===== config.mk =====
export PLATFORM = sky130hd
export DESIGN_NAME = random_range_gen
export DESIGN_NICKNAME = d
export VERILOG_FILES = /design/src/rtl/random_range_gen.sv
export SDC_FILE = /design/constraint.sdc
export NUM_CORES = 1
export LEC_CHECK = 0
export ABC_AREA = 1
export ABC_CLOCK_PERIOD_IN_PS = 10900
export BUFFER_PORTS_ARGS = -buffer_cell sky130_fd_sc_hd__buf_4
export CORE_ASPECT_RATIO = 0.5
export CORE_MARGIN = 1
export CORE_UTILIZATION = 62
export CTS_BUF_LIST = sky130_fd_sc_hd__clkbuf_8
export DETAILED_ROUTE_END_ITERATION = 12
export PLACE_DENSITY = 0.94
export SYNTH_ARGS = -nofsm -noshare
export SYNTH_HDL_FRONTEND = slang
export SYNTH_SLANG_ARGS = --single-unit

===== constraint.sdc =====
create_clock -name clk -period 10.9 [get_ports clk]
set_input_delay 0 -clock clk [delete_from_list [all_inputs] [get_ports clk]]
set_output_delay 0 -clock clk [all_outputs]
set_load 0.05 [all_outputs]

===== src/rtl/random_range_gen.sv =====
// On-demand uniform draws in a runtime [min_val, max_val] range for game logic.
// A free-running Galois LFSR is stirred by an entropy counter on each rising edge of rise.
module random_range_gen #(
    parameter int                   DATA_BITS = 10,
    parameter int                   LFSR_BITS = 16,
    parameter logic [LFSR_BITS-1:0] LFSR_TAPS = 16'hB400,
    parameter logic [LFSR_BITS-1:0] SEED      = 16'hACE1,
    parameter int                   MAX_TRIES = 8
) (
    input  logic                 clk,
    input  logic                 reset,
    input  logic                 req,
    input  logic                 rise,
    input  logic                 seed_load,
    input  logic [LFSR_BITS-1:0] seed,
    input  logic [DATA_BITS-1:0] min_val,
    input  logic [DATA_BITS-1:0] max_val,
    output logic                 busy,
    output logic                 valid,
    output logic [DATA_BITS-1:0] dout,
    output logic                 fallback
);

    localparam int TRY_BITS = (MAX_TRIES > 1) ? $clog2(MAX_TRIES) : 1;
    localparam logic [TRY_BITS-1:0] LAST_TRY = TRY_BITS'(MAX_TRIES - 1);

    typedef enum logic {IDLE, DRAW} state_t;

    state_t               state;
    logic [LFSR_BITS-1:0] lfsr;
    logic [LFSR_BITS-1:0] ent_cnt;
    logic                 rise_d;
    logic [LFSR_BITS-1:0] lfsr_step;
    logic [LFSR_BITS-1:0] lfsr_mixed;
    logic [LFSR_BITS-1:0] lfsr_next;
    logic [DATA_BITS-1:0] lo_r;
    logic [DATA_BITS-1:0] span_r;
    logic [DATA_BITS-1:0] mask;
    logic [DATA_BITS-1:0] cand;
    logic [TRY_BITS-1:0]  tries;

    // An all-zero LFSR would lock up, so both the seed path and the entropy mix fall back to SEED.
    always_comb begin
        lfsr_step  = (lfsr >> 1) ^ (lfsr[0] ? LFSR_TAPS : '0);
        lfsr_mixed = lfsr_step ^ ent_cnt;
        if (seed_load)
            lfsr_next = (seed == '0) ? SEED : seed;
        else if (rise && !rise_d)
            lfsr_next = (lfsr_mixed == '0) ? SEED : lfsr_mixed;
        else
            lfsr_next = lfsr_step;
    end

    // Smearing the span's top bit downward gives the smallest all-ones mask covering it.
    always_comb begin
        mask = span_r;
        for (int i = 0; i < DATA_BITS; i++)
            mask = mask | (mask >> 1);
        cand = lfsr[DATA_BITS-1:0] & mask;
    end

    always_ff @(posedge clk) begin
        if (reset) begin
            lfsr     <= SEED;
            ent_cnt  <= '0;
            rise_d   <= 1'b0;
            state    <= IDLE;
            busy     <= 1'b0;
            valid    <= 1'b0;
            dout     <= '0;
            fallback <= 1'b0;
            tries    <= '0;
            lo_r     <= '0;
            span_r   <= '0;
        end else begin
            lfsr    <= lfsr_next;
            ent_cnt <= ent_cnt + 1'b1;
            rise_d  <= rise;
            valid   <= 1'b0;
            case (state)
                IDLE: begin
                    if (req) begin
                        if (min_val <= max_val) begin
                            lo_r   <= min_val;
                            span_r <= max_val - min_val;
                        end else begin
                            lo_r   <= max_val;
                            span_r <= min_val - max_val;
                        end
                        tries <= '0;
                        busy  <= 1'b1;
                        state <= DRAW;
                    end
                end
                DRAW: begin
                    if (cand <= span_r) begin
                        dout     <= lo_r + cand;
                        fallback <= 1'b0;
                        valid    <= 1'b1;
                        busy     <= 1'b0;
                        state    <= IDLE;
                    end else if (tries == LAST_TRY) begin
                        // Halving a rejected candidate always lands inside the span.
                        dout     <= lo_r + (cand >> 1);
                        fallback <= 1'b1;
                        valid    <= 1'b1;
                        busy     <= 1'b0;
                        state    <= IDLE;
                    end else begin
                        tries <= tries + 1'b1;
                    end
                end
            endcase
        end
    end

endmodule

# Word level (Yosys, flattened, before mapping)
# Cells that the tools add are included.
# W data, S select, Z words.
dict set report totals {
  reg_bits 70
  input_bits 41
  out_inout_bits 13
}
dict set report classes {
  n_addsub 6
  order_cmp 2
  n_eq_ne 5
  mux 25
  n_bitwise 14
  reduce_logical 10
}
# op n
set op_table {}
lappend op_table {{$or A10 B9 Y10} 10}
lappend op_table {{$mux W16} 5}
lappend op_table {{$mux W10} 4}
lappend op_table {{$logic_not A16 Y1} 2}
lappend op_table {{$le A10 B10 Y1} 2}
lappend op_table {{$sub A10 B10 Y10} 2}
lappend op_table {{$add A16 B1 Y16 const B} 1}
lappend op_table {{$xor A15 B16 Y16} 1}
lappend op_table {{$xor A16 B16 Y16} 1}
lappend op_table {{$add A10 B10 Y10} 1}
lappend op_table {{$add A10 B9 Y10} 1}
lappend op_table {{$and A10 B10 Y10} 1}
lappend op_table {{$mux W1} 10}
lappend op_table {{$mux W3} 3}
lappend op_table {{$ne A2 B2 Y1 const B} 3}
lappend op_table {{$pmux W3 S2} 1}
lappend op_table {{$reduce_and A2 Y1} 3}
lappend op_table {{$pmux W1 S2} 2}
lappend op_table {{$add A3 B1 Y3 const B} 1}
lappend op_table {{$eq A3 B3 Y1 const B} 1}
lappend op_table {{$ne A3 B1 Y1 const B} 1}
lappend op_table {{$reduce_and A3 Y1} 1}
lappend op_table {{$reduce_bool A2 Y1} 1}
lappend op_table {{$reduce_or A2 Y1} 1}
lappend op_table {{other kinds (3)} 3}

# Longest topological paths before layout
# Gate-level depths: netlist of the first run.
dict set report logic_depth {
  ltp_word 14
  depth_mapped 30
  mapped_depth_nobuf 30
}

# Worst setup path after synthesis of the first run
# Ideal clock, no wire load.
dict set report synth_timing {
  path_type {register to register}
  startpoint {register span_r[7]}
  endpoint {register dout[8]}
  setup_time_ns 0.070
  t_arrival_ns 3.363
  required_time_ns 10.830
  slack_ns 7.467
  path_stages_with_launch 25
  n_path_buf 1
  cell_sequence {dfxtp_1 inv_1 nand2_1 nor3_1 nand2_1 nor2_1 nand4_1 nand2_1 inv_1 ha_1 inv_1 o21bai_1 nand3_1 nand3_2 nand2_4 buf_2 o21ai_1 inv_1 fa_1 o21ai_0 nand4_1 nand3_1 xor2_1 nand2_1 a21oi_1}
}
dict set report synth_between {
  elab_chain_len 14
  word_cells_on_any_way 18
}
# element line
set synth_rtl {}
lappend synth_rtl {{start: declaration} 37} ;# logic [DATA_BITS-1:0] span_r;
lappend synth_rtl {{start signal: assignment} 85} ;# span_r <= max_val - min_val;
lappend synth_rtl {{start signal: assignment} 88} ;# span_r <= min_val - max_val;
lappend synth_rtl {{$or A10 B9 Y10 (10 in a row)} 58} ;# mask = mask | (mask >> 1);
lappend synth_rtl {{$and A10 B10 Y10} 59} ;# cand = lfsr[DATA_BITS-1:0] & mask;
lappend synth_rtl {{$add A10 B9 Y10 or $le A10 B10 Y1 (tied branches)} {104, 96}}
lappend synth_rtl {{$mux W10 or $reduce_bool A2 Y1 (tied branches)} -}
lappend synth_rtl {{$mux W10 or $reduce_and A2 Y1 (tied branches)} -}
lappend synth_rtl {{end signal: assignment} 97} ;# dout <= lo_r + cand;
lappend synth_rtl {{end signal: assignment} 104} ;# dout <= lo_r + (cand >> 1);
lappend synth_rtl {{end: declaration} 20} ;# output logic [DATA_BITS-1:0] dout,
# Several ways; a longest one is shown, not always the timed one. The select of a mux whose other input is x is not followed.
# A chain may end at the register's enable or synchronous reset.

# Worst setup path in the final report of the first run
# Ends and elaborated chain as after synthesis.

==> flow_metrics.tcl, run 1 <==
set metrics [dict create \
    routed_wire_length_per_instance_um 14.98 \
    num_ports 54 \
    fillCellCount 591 \
    max_root_sink_buffers 2 \
    grt_use_total 0.3358 \
    avgSynthCellArea_um2 6.740 \
    seqCellArea_um2 1401 \
    critical_path_buf_inv_count 5 \
    layout-drive-gt1-share 0.1262 \
    fin_hold_ws_ns 0.02401 \
    clockRootBuffer "sky130_fd_sc_hd__clkbuf_8" \
    total_vias_in_the_final_route 5135 \
    nNetsFinal 887 \
    drt_pass_1_iters 5 \
    netlist_instances 753 \
    placement.io_buffers 53 \
    areaGrowthSynthToFinish_pct 14.69 \
    die_x_um 129.9 \
    timing.final.setup_violations 0 \
    largest_driver_fanout_on_the_critical_path 15 \
    place.gp.congestion 0.9538 \
    die_h_um 65.98 \
    worst_hold_startpoint "max_val[0]" \
    worst_path_max_delay_cell "sky130_fd_sc_hd__fa_1" \
    detail-route-antenna-nets 0 \
    peakVddDrop_uv 72.17 \
    tritoncts.num_buffers 9 \
    clk_pin_slew_ns 0.08 \
    r2r_start "span_r[7]$_SDFFE_PP0P_" \
    powerDensity_nw_per_um2 144.7 \
    timing.setup.critical_path_class "flop to flop" \
    htree_num_levels 3 \
    drc 0 \
    design.die.area_um2 8573 \
    n_antenna_cell 0 \
    layout_worst_path_cycle_share 0.3810 \
    core.rowCount 22 \
    grt_first_pass_wirelength_um 22280 \
    finalHoldViolations 0 \
    drt_first_iter_violations 441 \
    p_leak_nw 2.855 \
    worst_setup_path_startpoint "span_r[7]$_SDFFE_PP0P_" \
    netSwitchingFraction 0.3977 \
    critical_path.top_delay_family "simple AND/OR/NAND/NOR gates" \
    number_of_enable_type_register_cells_in_the_synthesized_netlist 0 \
    fp.coreArea_um2 7625 \
    ys.warnings.count 0 \
    grt-ovfl-total 0 \
    skew_ns 0.01023 \
    fin_total_pwr_uw 842.3 \
    grt_max_degree 43 \
    synth_cell_type_count 40 \
    fmaxAchievable_mhz 240.8 \
    syn_nets 837 \
    required_ns 11.18 \
    p_comb_frac 0.384 \
    asyncSetResetFlopFracSynth 0 \
    pwr-share-seq 0.352 \
    tritoncts_clock_tree "built" \
    slew_violations 0 \
    layout.cells.most_common "sky130_fd_sc_hd__nand2_1" \
    min_period_ns 4.153 \
    detailedPlacementHpwl_um 9620 \
    wirelength_um 13720 \
    critPathMaxStageDelay_ns 0.39 \
    total_switching_power_uw 335.0 \
    synth.yosys.seq_area_share 0.2761 \
    maxCapViolations 0 \
    clock_power_share 0.264 \
    critPathCaptureType "flop" \
    cp.arrival_ns 4.43 \
    internal-power_uw 507.3 \
    grt_antenna_before_repair 0 \
    clk-insertion-delay-late_ns 0.36 \
    final_cell_mix "166 x sky130_fd_sc_hd__nand2_1, 90 x sky130_fd_sc_hd__inv_1, 80 x sky130_fd_sc_hd__a21oi_1" \
    synth_area_um2 5075 \
    timing.slew.headroom 0.3094 \
    yosys_register_bits 70 \
    multi_input_comb_area_um2 3132 \
    fin_setup_tns_ns 0 \
    start_kind "flop" \
    status "finished clean" \
    initial_core_util 0.6656 \
    grt_setup_unrepaired "no" \
    timing.hold.worst.class "input pin to flop" \
    grt_pass1_vias 4811 \
    max_slew.worst_pin.slew_ns 1.032 \
    clock_sinks 70 \
    synth-main-ff-cell "sky130_fd_sc_hd__dfxtp_1" \
    avgViaCountPerCell 5.606 \
]
## power by group through the flow
| stage | Clock [mW] | Combinational, mW | Sequential (mW) |
|---|---|---|---|
| 4_1_cts | 0.220 | 0.318 | 0.295 |
| 6_report | 0.223 | 0.323 | 0.296 |
| 5_1_grt | 0.233 | 0.357 | 0.298 |
| 3_5_place_dp | 0 | 0.310 | 0.301 |
| 3_3_place_gp | 0 | 0.301 | 0.300 |
| 2_1_floorplan | 0 | 0.218 | 0.322 |
## worst min-delay path, delay by kind of cell
kind / cells / cell delay, ns
AOI/OAI and AO/OA: 1 / 0.07
adders and majority gates: 1 / 0.16
buffers and inverters: 1 / 0.09
## sequential cells by signal, summed over array words and instances (netlist names)
signal    count
tries         3
rise_d        1
fallback      1
dout         10
lfsr         16
lo_r         10
valid         1
ent_cnt      16
span_r       10
busy          1
state         1
## synth_stat cells, drive strengths merged (10+ instances only)
cell type  instances  area [um^2]
nand4             10        68.81
nand2            170        653.1
o21ai             45        244.0
dfxtp             70         1401
xor2              25        219.0
a21oi             81        409.1
nor2              63        244.0
nand3             72        380.4
buf               12        90.08
xnor2             18        157.7
ha                40        500.5
inv               99        376.6
clkbuf            19        75.07
## metrics by stage
step | setup WS, ns | utilization | cells | area (um^2)
6_report | 6.747 | 0.7634 | 916 | 5821
5_1_grt | 6.422 | 0.7634 | 916 | 5821
4_1_cts | 6.852 | 0.7634 | 916 | 5821
3_5_place_dp | 6.893 | 0.7138 | 883 | 5443
3_3_place_gp | 7.107 | 0.7138 | 883 | 5443
2_1_floorplan | 7.467 | - | 753 | 5075
## worst paths after layout
path / slack [ns] / endpoint / cells after the start
worst min-delay path: 0.02 / span_r[0]$_SDFFE_PP0P_ / 3
worst max-delay path: 6.75 / dout[8]$_SDFFE_PP0P_ / 25
worst min register to register: 0.47 / dout[7]$_SDFFE_PP0P_ / 2
worst max register to register: 6.75 / dout[8]$_SDFFE_PP0P_ / 25
## logic make-up after synthesis
family / share of synthesized area
AOI/OAI and AO/OA: 0.1420
adders and majority gates: 0.1105
and+or+nand+nor: 0.2904
buffers and inverters: 0.1068
DFF: 0.2761
xor gates and xnor gates: 0.07421
## timing repair
action                    4_1_cts  5_1_grt
buffers inserted                0        0
resized for setup               0        0
hold buffers                   17        0
hold endpoints to repair       17        0
## per-layer routing
| layer | up-vias | share of wire | wire length, um | GRT usage |
|---|---|---|---|---|
| li1 | 2522 | - | - | - |
| met1 | 2340 | 0.43 | 5915 | 0.4075 |
| met2 | 235 | 0.48 | 6637 | 0.6049 |
| met3 | 38 | 0.062 | 851 | 0.05906 |
| met4 | 0 | 0.023 | 318 | 0.1119 |
| met5 | - | 0 | 0 | 0 |
## layout make-up
cell class / instances / share of cell area
clock buffers: 10 / 0.02365
clock inverters: 6 / 0.01204
inverters: 99 / 0.06470
multi-input cells: 553 / 0.5380
flip-flops and latches: 70 / 0.2408
well taps: 108 / 0.02322
repair buffers: 70 / 0.09759
(Power assumes the default switching activity.)
==> run 2: changes to the inputs <==
--- a/config.mk
+++ b/config.mk
@@ -6,14 +6,14 @@
 export NUM_CORES = 1
 export LEC_CHECK = 0
 export ABC_AREA = 1
-export ABC_CLOCK_PERIOD_IN_PS = 10900
+export ABC_CLOCK_PERIOD_IN_PS = 3800
 export BUFFER_PORTS_ARGS = -buffer_cell sky130_fd_sc_hd__buf_4
 export CORE_ASPECT_RATIO = 0.5
 export CORE_MARGIN = 1
-export CORE_UTILIZATION = 62
+export CORE_UTILIZATION = 56
 export CTS_BUF_LIST = sky130_fd_sc_hd__clkbuf_8
 export DETAILED_ROUTE_END_ITERATION = 12
-export PLACE_DENSITY = 0.94
+export PLACE_DENSITY = 0.91
 export SYNTH_ARGS = -nofsm -noshare
 export SYNTH_HDL_FRONTEND = slang
 export SYNTH_SLANG_ARGS = --single-unit
==> constraint.sdc (replaced) <==
create_clock -name clk -period 3.8 [get_ports clk]
set_input_delay 0 -clock clk [delete_from_list [all_inputs] [get_ports clk]]
set_output_delay 0 -clock clk [all_outputs]
set_load 0.05 [all_outputs]
==> flow_metrics.tcl, run 2 (synthesis gave the netlist of run 1 again) <==
set metrics [dict create \
    layout-drive-gt1-share 0.1661 \
    htree_num_levels 3 \
    wirelength_um 14310 \
    min_setup_slack_post_route_ns -0.1127 \
    grt_setup_unrepaired "yes" \
    tritoncts_clock_tree "built" \
    min_period_ns 3.913 \
    detailedPlacementHpwl_um 9228 \
    timing.hold.worst.class "input pin to flop" \
    grt_max_degree 43 \
    design.die.area_um2 9470 \
    layout_worst_path_cycle_share 1.030 \
    fp.coreArea_um2 8738 \
    fin_hold_ws_ns 0.01631 \
    regs_by_ff_count "ent_cnt: 16 flops, lfsr: 16 flops" \
    avgViaCountPerCell 5.706 \
    areaGrowthSynthToFinish_pct 17.95 \
    global_route.peak_usage_layer "met2" \
    slew_violations 0 \
    skew_ns 0.01479 \
    drc 0 \
    core.rowCount 24 \
    met1_resource_use_gr 0.3902 \
    clk-insertion-delay-late_ns 0.37 \
    clockRootBuffer "sky130_fd_sc_hd__clkbuf_8" \
    detailedPlace.worstSlack_ns 0.01957 \
    total_vias_in_the_final_route 5375 \
    grt_use_total 0.3062 \
    groute.layer.met2.usage 0.5025 \
    largest_driver_fanout_on_the_critical_path 6 \
    timing.setup.critical_path_class "flop to flop" \
    routed_wire_length_per_instance_um 15.19 \
    timing.slew.headroom 0.2982 \
    maxCapViolations 0 \
    grt-ovfl-total 0 \
    drt_first_iter_violations 527 \
    grt_pass1_vias 4917 \
    die_h_um 69.32 \
    powerDensity_nw_per_um2 408.5 \
    nNetsFinal 905 \
    layout.cells.most_common "sky130_fd_sc_hd__nand2_1" \
    required_ns 4.10 \
    n_antenna_cell 0 \
    peakVddDrop_uv 180.9 \
    drt_pass_1_iters 5 \
    grt_antenna_before_repair 0 \
    cp.arrival_ns 4.21 \
    use_met3 0.06213 \
    start_kind "flop" \
    grt_first_pass_wirelength_um 22860 \
    clk_pin_slew_ns 0.07 \
    critPathCaptureType "flop" \
    place.gp.congestion 0.9501 \
    timing.final.setup_violations 4 \
    p_leak_nw 2.940 \
    clock_sinks 70 \
    detail-route-antenna-nets 0 \
    finalCoreUtilization 0.6850 \
    finalHoldViolations 0 \
    placement.io_buffers 53 \
    tritoncts.num_buffers 9 \
    status "complete, but fails checks" \
    initial_core_util 0.5808 \
    fin_total_pwr_mw 2.445 \
    violated_checks "negative setup slack" \
    fmaxAchievable_mhz 255.6 \
    max_root_sink_buffers 2 \
    num_ports 54 \
    reg2reg_setup_slack_ns -0.11 \
    final_cell_mix "164 x sky130_fd_sc_hd__nand2_1, 88 x sky130_fd_sc_hd__inv_1, 78 x sky130_fd_sc_hd__a21oi_1" \
    max_slew.worst_pin.slew_ns 1.049 \
    die_x_um 136.6 \
]
run 2: cell types whose count changed in the layout (fill, tap and decap cells not counted), sizes merged:
cell and delta:
buf +17, bufinv -1, clkbuf -1, clkinv +1
clkinvlp -1, dlygate4sd3 +1, inv +1
run 2: what timing repair did:
item,4_1_cts,5_1_grt
hold endpoints to repair,18,0
buffers inserted,0,13
pin swaps,0,24
gates resized for setup,2,28
endpoints found under the setup margin,1,6
hold buffers,18,0
run 2: layout make-up:
type / instances / area (um^2)
Inverter: 99 / 379.1
Timing Repair Buffer: 88 / 709.4
Sequential cell: 70 / 1404
Clock inverter: 6 / 32.53
Clock buffer: 9 / 123.9
Multi-Input combinational cell: 553 / 3191
Fill cell: 720 / 2753
Tap cell: 117 / 146.4
run 2: final timing paths:
path,end,from,depth (start not counted)
hold reg to reg,span_r[1]$_SDFFE_PP0P_,span_r[1]$_SDFFE_PP0P_,2
setup reg to reg,dout[8]$_SDFFE_PP0P_,span_r[5]$_SDFFE_PP0P_,27
setup / recovery,dout[8]$_SDFFE_PP0P_,span_r[5]$_SDFFE_PP0P_,27
hold / removal,lo_r[9]$_SDFFE_PP0P_,min_val[9],5
run 2: per-layer routing:
layer,vias up,wire length [um]
met3,62,1155
met4,0,586
li1,2568,-
met5,-,0
met2,279,6722
met1,2466,5843
run 2: critical path: stages, from the launching register on:
cell                       delay [ns]
sky130_fd_sc_hd__dfxtp_2         0.34
sky130_fd_sc_hd__nor2_1          0.09
sky130_fd_sc_hd__nand2_1         0.09
sky130_fd_sc_hd__nor3_2          0.25
sky130_fd_sc_hd__nand2_1         0.13
sky130_fd_sc_hd__nor2_2          0.18
sky130_fd_sc_hd__nand4_1         0.19
sky130_fd_sc_hd__nand2_1         0.14
sky130_fd_sc_hd__inv_2           0.06
sky130_fd_sc_hd__ha_4            0.22
sky130_fd_sc_hd__inv_2           0.05
sky130_fd_sc_hd__o21bai_1        0.07
sky130_fd_sc_hd__nand3_1         0.11
sky130_fd_sc_hd__nand3_2         0.11
sky130_fd_sc_hd__nand2_4         0.12
sky130_fd_sc_hd__inv_6           0.05
sky130_fd_sc_hd__buf_6           0.12
sky130_fd_sc_hd__o21ai_2         0.11
sky130_fd_sc_hd__ha_2            0.21
sky130_fd_sc_hd__inv_2           0.05
sky130_fd_sc_hd__fa_2            0.36
sky130_fd_sc_hd__o21ai_1         0.13
sky130_fd_sc_hd__buf_4           0.14
sky130_fd_sc_hd__nand4_1         0.08
sky130_fd_sc_hd__nand3_1         0.11
sky130_fd_sc_hd__xor2_1          0.14
sky130_fd_sc_hd__nand2_1         0.06
sky130_fd_sc_hd__a21oi_1         0.13
run 2: stage by stage:
| step | instance area [um^2] | TNS, ns | instances |
|---|---|---|---|
| final | 5986 | -0.2141 | 942 |
| after global routing | 5986 | -1.274 | 942 |
| after CTS | 5823 | 0 | 929 |
| after detailed placement | 5484 | 0 | 896 |
| after global placement | 5484 | 0 | 896 |
| after floorplan | 5075 | 0 | 753 |
run 2: power by group:
| part | total, mW | internal [mW] | switching (mW) |
|---|---|---|---|
| sequential | 0.850 | 0.799 | 0.0510 |
| clock | 0.522 | 0.226 | 0.296 |
| combinational | 1.07 | 0.421 | 0.651 |
| total | 2.45 | 1.45 | 0.999 |
